File: config.mk
export PLATFORM = sky130hd
export DESIGN_NAME = cpu_pipe_param
export DESIGN_NICKNAME = d
export VERILOG_FILES = /design/src/rtl/cpu_pipe_param.sv
export SDC_FILE = /design/constraint.sdc
export NUM_CORES = 1
export LEC_CHECK = 0
export BUFFER_PORTS_ARGS = -buffer_cell sky130_fd_sc_hd__buf_2
export CORE_ASPECT_RATIO = 0.75
export CORE_MARGIN = 4
export CORE_UTILIZATION = 51
export DETAILED_ROUTE_END_ITERATION = 8
export PLACE_DENSITY = 0.76
export SKIP_LAST_GASP = 1
export SYNTH_ARGS = -nofsm -noshare
export SYNTH_HDL_FRONTEND = slang
export SYNTH_SLANG_ARGS = --single-unit
File: constraint.sdc
create_clock -name clock -period 6.2 [get_ports clock]
set_clock_uncertainty 0.05 [all_clocks]
set_input_delay 0.31 -clock clock [delete_from_list [all_inputs] [get_ports clock]]
set_output_delay 0.31 -clock clock [all_outputs]
set_load 0.02 [all_outputs]
File: src/rtl/cpu_pipe_param.sv
// cpu_pipe_param: 4-stage in-order core (IF, ID, EX, WB) for the 10-bit, 8-opcode ISA, generic data/PC width.
// Latency: an instruction fetched in cycle n writes back in cycle n+3; a taken branch costs 2 bubbles.
// Backpressure: none; memories read combinationally, the pipe never stalls, HALT freezes fetch until reset.
module cpu_pipe_param #(
    parameter int DATA_W = 10,
    parameter int PC_W   = 8,
    parameter int CNT_W  = 16
) (
    input  logic              clock,
    input  logic              reset,
    output logic [PC_W-1:0]   imem_addr,
    input  logic [9:0]        imem_rdata,
    output logic [3:0]        dmem_addr,
    output logic [DATA_W-1:0] dmem_wdata,
    output logic              dmem_we,
    input  logic [DATA_W-1:0] dmem_rdata,
    output logic [DATA_W-1:0] result,
    output logic              result_valid,
    output logic              done,
    output logic [CNT_W-1:0]  retired
);
    typedef enum logic [2:0] {
        OP_LD, OP_ST, OP_ADDI, OP_ADD, OP_GRT, OP_BEQZ, OP_BNE1, OP_HALT
    } op_e;

    // Fetch state
    logic [PC_W-1:0]   pc_q, pc_d;
    logic              halted_q, halted_d;
    // IF/ID
    logic              id_vld_q, id_vld_d;
    logic [9:0]        id_instr_q;
    logic [PC_W-1:0]   id_pc_q;
    logic [DATA_W-1:0] id_a, id_b, id_c0;
    logic              id_halt;
    // ID/EX
    logic              ex_vld_q, ex_vld_d;
    logic [9:0]        ex_instr_q;
    logic [PC_W-1:0]   ex_pc_q;
    logic [DATA_W-1:0] ex_a_q, ex_b_q, ex_c0_q;
    logic [DATA_W-1:0] ex_a, ex_b, ex_c0, ex_val, ex_imm;
    logic [PC_W-1:0]   ex_target;
    logic [2:0]        ex_rd;
    logic              ex_wen, taken;
    op_e               ex_op;
    logic signed [3:0] imm4_s;
    logic signed [6:0] off7_s;
    // EX/WB
    logic              wb_vld_q, wb_wen_q, wb_halt_q;
    logic [2:0]        wb_rd_q;
    logic [DATA_W-1:0] wb_val_q;
    logic              wb_wr;
    // Architectural state and status
    logic [DATA_W-1:0] rf_q [8];
    logic [DATA_W-1:0] result_q;
    logic              done_q;
    logic [CNT_W-1:0]  retired_q;

    // A write-back is real only for a valid writing instruction, never after halt or under reset
    assign wb_wr = wb_vld_q & wb_wen_q & ~done_q & ~reset;

    // ID register read with write-through bypass from this cycle's write-back
    always_comb begin
        id_a  = rf_q[id_instr_q[6:4]];
        id_b  = rf_q[id_instr_q[2:0]];
        id_c0 = rf_q[0];
        if (wb_wr && wb_rd_q == id_instr_q[6:4]) id_a  = wb_val_q;
        if (wb_wr && wb_rd_q == id_instr_q[2:0]) id_b  = wb_val_q;
        if (wb_wr && wb_rd_q == 3'd0)            id_c0 = wb_val_q;
        id_halt = id_vld_q && (id_instr_q[9:7] == 3'b111);
    end

    // EX: operand forwarding from WB, ALU, memory access and branch resolution
    always_comb begin
        ex_op  = op_e'(ex_instr_q[9:7]);
        imm4_s = ex_instr_q[3:0];
        off7_s = ex_instr_q[6:0];
        ex_imm = DATA_W'(imm4_s);
        ex_a   = ex_a_q;
        ex_b   = ex_b_q;
        ex_c0  = ex_c0_q;
        if (wb_wr && wb_rd_q == ex_instr_q[6:4]) ex_a  = wb_val_q;
        if (wb_wr && wb_rd_q == ex_instr_q[2:0]) ex_b  = wb_val_q;
        if (wb_wr && wb_rd_q == 3'd0)            ex_c0 = wb_val_q;
        ex_target = ex_pc_q + PC_W'(1) + PC_W'(off7_s);
        ex_val = '0;
        ex_wen = 1'b0;
        ex_rd  = ex_instr_q[6:4];
        taken  = 1'b0;
        case (ex_op)
            OP_LD: begin
                ex_val = dmem_rdata;
                ex_wen = 1'b1;
            end
            OP_ADDI: begin
                ex_val = ex_a + ex_imm;
                ex_wen = 1'b1;
            end
            OP_ADD: begin
                ex_val = ex_a + ex_b;
                ex_wen = 1'b1;
            end
            OP_GRT: begin
                ex_val = DATA_W'($signed(ex_a) > $signed(ex_b));
                ex_rd  = 3'd0;
                ex_wen = 1'b1;
            end
            OP_BEQZ: taken = ex_vld_q && (ex_c0 == '0);
            OP_BNE1: taken = ex_vld_q && (ex_c0 == DATA_W'(1));
            default: ;
        endcase
    end

    // Fetch control: a taken branch outranks HALT in ID, which in turn freezes the PC for good
    always_comb begin
        pc_d     = pc_q + PC_W'(1);
        halted_d = halted_q;
        id_vld_d = 1'b1;
        ex_vld_d = id_vld_q;
        if (taken) begin
            pc_d     = ex_target;
            id_vld_d = 1'b0;
            ex_vld_d = 1'b0;
        end else if (halted_q || id_halt) begin
            pc_d     = pc_q;
            id_vld_d = 1'b0;
            halted_d = 1'b1;
        end
    end

    // Pipeline stage registers
    always_ff @(posedge clock) begin
        if (reset) begin
            pc_q       <= '0;
            halted_q   <= 1'b0;
            id_vld_q   <= 1'b0;
            id_instr_q <= '0;
            id_pc_q    <= '0;
            ex_vld_q   <= 1'b0;
            ex_instr_q <= '0;
            ex_pc_q    <= '0;
            ex_a_q     <= '0;
            ex_b_q     <= '0;
            ex_c0_q    <= '0;
            wb_vld_q   <= 1'b0;
            wb_wen_q   <= 1'b0;
            wb_halt_q  <= 1'b0;
            wb_rd_q    <= '0;
            wb_val_q   <= '0;
        end else begin
            pc_q       <= pc_d;
            halted_q   <= halted_d;
            id_vld_q   <= id_vld_d;
            id_instr_q <= imem_rdata;
            id_pc_q    <= pc_q;
            ex_vld_q   <= ex_vld_d;
            ex_instr_q <= id_instr_q;
            ex_pc_q    <= id_pc_q;
            ex_a_q     <= id_a;
            ex_b_q     <= id_b;
            ex_c0_q    <= id_c0;
            wb_vld_q   <= ex_vld_q & ~done_q;
            wb_wen_q   <= ex_wen;
            wb_halt_q  <= (ex_op == OP_HALT);
            wb_rd_q    <= ex_rd;
            wb_val_q   <= ex_val;
        end
    end

    // Register file R0..R7 (R0 doubles as the compare flag)
    always_ff @(posedge clock) begin
        if (reset) begin
            for (int i = 0; i < 8; i++) rf_q[i] <= '0;
        end else if (wb_wr) begin
            rf_q[wb_rd_q] <= wb_val_q;
        end
    end

    // WB status: last result, sticky done once HALT retires, retired count excluding HALT
    always_ff @(posedge clock) begin
        if (reset) begin
            result_q  <= '0;
            done_q    <= 1'b0;
            retired_q <= '0;
        end else begin
            if (wb_wr) result_q <= wb_val_q;
            if (wb_vld_q && wb_halt_q) done_q <= 1'b1;
            if (wb_vld_q && !wb_halt_q && !done_q) retired_q <= retired_q + CNT_W'(1);
        end
    end

    assign imem_addr    = pc_q;
    assign dmem_addr    = ex_instr_q[3:0];
    assign dmem_wdata   = ex_a;
    assign dmem_we      = ex_vld_q & (ex_op == OP_ST) & ~reset & ~done_q;
    assign result_valid = wb_wr;
    assign result       = reset ? '0 : (wb_wr ? wb_val_q : result_q);
    assign done         = done_q;
    assign retired      = retired_q;
endmodule

==> metrics.log <==
INFO  metric pin_count = 73
INFO  metric diodes = 0
INFO  metric post_synth_inst_count = 880
INFO  metric detail_route.iter0.violations = 638
INFO  metric globalRoute.totalOverflow = 0
INFO  metric number_of_drc_violations_after_detailed_routing = 0
INFO  metric gr-usage-met3 = 4.914%
INFO  metric synth-seq-cells = 200
INFO  metric critical_path.max_fanout = 33
INFO  metric ys.flop_type = sky130_fd_sc_hd__dfxtp_1
INFO  metric worst_setup_path_end_kind = register
INFO  metric drt_first_pass_iters = 5
INFO  metric timing.fmax = 243.1 MHz
INFO  metric layout.area.seq = between 4000 and 5000 sq um
INFO  metric worst_setup_path_start_kind = register
INFO  metric globalRoute.busiestLayer = met1
INFO  metric track_usage = 20.65%
INFO  metric max_slew.worst_pin.slew = 1.019 ns
INFO  metric htree_levels = 4
INFO  metric ir_drop = 186.8 uV
INFO  metric gp_routability_congestion = 0.8788
INFO  metric timing.max_slew.rel_slack = 31.93%
INFO  metric wl = roughly 22000 microns
INFO  metric synth.lib_cells_used.distinct = 62
INFO  metric clk_latency = 0.44 ns
INFO  metric placed_cells_incl_taps = 1143
INFO  metric first_global_vias = 6360
INFO  metric globalRouteMet1Util = 31.29%
INFO  metric ys_async_sr_fraction = 0%
INFO  metric setup_ws = roughly 2.1 ns
INFO  metric std_cell_rows = 43
INFO  metric syn_to_final_growth = 10.26%
INFO  metric cp_data_arrival_time = 4.38 ns
INFO  metric use_met2 = 30.50%
INFO  metric die_area = 21700 sq um
INFO  metric postSynthNetCount = roughly 930
INFO  metric grt_setup_unrepaired = no
INFO  metric synth-warning-count = 0
INFO  metric layout_worst_path_cycle_share = 66.34%
INFO  metric cts_buffer_depth = 2
INFO  metric totalNegativeSetupSlack = 0 ns
INFO  metric multiInputGateArea = ~4700 sq um
INFO  metric viasPerCell = 5.590
INFO  metric layout_common_cells = sky130_fd_sc_hd__dfxtp_1 (120), sky130_fd_sc_hd__and2_1 (84), sky130_fd_sc_hd__edfxtp_1 (80), sky130_fd_sc_hd__nor2_1 (78), sky130_fd_sc_hd__buf_2 (71)
INFO  metric status = completed
INFO  metric grt_first_pass_wirelength = approximately 35000 microns
INFO  metric number_of_flops_mapped_to_enable_cells_by_yosys = 80
INFO  metric layout.cells.most_common = sky130_fd_sc_hd__dfxtp_1
INFO  metric whs_path_depth = 2
INFO  metric cts_tree = done
INFO  metric core_area = 18780 sq um
INFO  metric final-max-slew-violation-count = 0
INFO  metric post_cts_hold_buffer_count = 0
INFO  metric ff2ff_path_depth = 13
INFO  metric start_util = 52.65%
INFO  metric post_cts_buffers = 0
INFO  metric finalNonFillerCells = 1175
INFO  metric post_cts.resized_instances = 0
INFO  metric chipWidth = 168.8 microns
INFO  metric grt_start_max_net_pins = 71
INFO  metric numPortBuffers = between 70 and 80
INFO  metric wl_per_cell = 18.50 microns
INFO  metric cts_made_buffers = 17
INFO  metric layout.nets = around 960
INFO  metric worstSetupPathType = reg -> reg
INFO  metric synth_sequential_area_ratio = 48.60%
INFO  metric power_per_cell_area = 261.5 nW/um^2
INFO  metric syn-cell-area = 9886 sq um
INFO  metric setup_viol = 0
INFO  metric post_route_cells_drive_above_1_share = 19.29%
INFO  metric num_vias = 6568
INFO  metric clk_pin_slew = 0.07 ns
INFO  metric finalCriticalPeriod = 4.113 ns
INFO  metric max_cap_viol_count = 0
INFO  metric final_count_of_hold_timing_violations = 0
INFO  metric hold_path.class = in -> reg
INFO  metric antenna_found_initial = 0
INFO  metric wp_data_required = 6.47 ns
INFO  metric cts.root.buffer_cell = sky130_fd_sc_hd__clkbuf_16
INFO  metric antenna_left = 0
INFO  metric place_hpwl = 15580 microns
INFO  metric dp_slack = 1.820 ns
INFO  metric cts.sink_count = 200
INFO  metric floorplan.die.height = 128.6 microns
INFO  metric syn_area_per_cell = 11.23 sq um
INFO  metric power_leakage = 0.004462 uW
INFO  metric fillCellCount = 1566
state kept, by name (all words and copies together) (netlist names), 3 cells and up:
name,count
rf_q,80
retired,16
ex_a_q,10
ex_b_q,10
ex_c0_q,10
ex_instr_q,10
id_instr_q,10
result_q,10
wb_val_q,10
ex_pc_q,8
id_pc_q,8
imem_addr,8
wb_rd_q,3
synthesized netlist by cell type, types with 21 or more instances:
cell type                  count  area share [%]
sky130_fd_sc_hd__dfxtp_1     120              24
sky130_fd_sc_hd__clkbuf_1     38             1.4
sky130_fd_sc_hd__nand2_1      41             1.6
sky130_fd_sc_hd__a211oi_1     29             2.2
sky130_fd_sc_hd__and2_1       84             5.3
sky130_fd_sc_hd__nor2b_1      40             2.5
sky130_fd_sc_hd__nor2_1       78             3.0
sky130_fd_sc_hd__mux4_2       40             9.1
sky130_fd_sc_hd__xnor2_1      27             2.4
sky130_fd_sc_hd__edfxtp_1     80              24
sky130_fd_sc_hd__xor2_1       21             1.9
sky130_fd_sc_hd__inv_1        24            0.91
sky130_fd_sc_hd__mux2i_1      35             3.5
sky130_fd_sc_hd__ha_1         22             2.8
power by group:
group	leakage [uW]	internal (uW)	total, uW	switching [uW]
registers	0.00181	1420	1480	63.0
clock network	0.000284	568	1090	519
logic	0.00237	130	283	154
total	0.00446	2110	2850	736
area by class of cell:
| cell class | count | share of cell area (%) |
|---|---|---|
| Multi-Input combinational cell | 592 | 43.15 |
| Clock inverter | 14 | 1.297 |
| Inverter | 24 | 0.8264 |
| Timing Repair Buffer | 80 | 3.880 |
| Sequential cell | 200 | 44.08 |
| Tap cell | 247 | 2.835 |
| Clock buffer | 18 | 3.937 |
path summary, 6_finish.rpt:
kind | start | end | slack, ns
worst min register to register | id_pc_q[5] | ex_pc_q[5] | 0.39
worst min-delay path | imem_rdata[6] | id_instr_q[6] | 0.03
worst max-delay path | done | wb_val_q[9] | 2.09
worst max register to register | done | wb_val_q[9] | 2.09
stage by stage:
step           util, %  total power, uW  area, sq um  hold WS [ns]
2_1_floorplan        -             1700         9886        0.3638
3_3_place_gp     55.01             1782        10330        0.3682
3_5_place_dp     55.01             1789        10330        0.3718
4_1_cts          58.05             2859        10900       0.01506
5_1_grt          58.05             2949        10900       0.01735
6_report         58.05             2850        10900       0.02914
critical path, cell delays in order, from the launching register on:
cell and delay, ns:
sky130_fd_sc_hd__dfxtp_1 0.35, sky130_fd_sc_hd__and4bb_4 0.58, sky130_fd_sc_hd__nand4_2 0.49, sky130_fd_sc_hd__mux2i_1 0.47, sky130_fd_sc_hd__inv_1 0.16, sky130_fd_sc_hd__ha_1 0.32, sky130_fd_sc_hd__a21o_1 0.16, sky130_fd_sc_hd__a21oi_1 0.29
sky130_fd_sc_hd__maj3_2 0.28, sky130_fd_sc_hd__maj3_2 0.21, sky130_fd_sc_hd__o21ai_1 0.07, sky130_fd_sc_hd__a21o_1 0.21, sky130_fd_sc_hd__a311oi_1 0.27, sky130_fd_sc_hd__o21ai_1 0.09
cells by family after synthesis:
logic type / synth area share (%)
flops: 48.60
xor+xnor: 5.088
simple gates: 17.44
fa+ha+maj: 3.519
buf+inv: 3.822
compound gates: 7.847
mux: 13.68
metal layers:
| metal | vias to the layer above | share of wire, % |
|---|---|---|
| met2 | 203 | 43 |
| met3 | 15 | 7.1 |
| li1 | 3176 | - |
| met5 | - | 0 |
| met1 | 3174 | 49 |
| met4 | 0 | 0.84 |
Note: power is estimated with default switching activity, not from simulation.
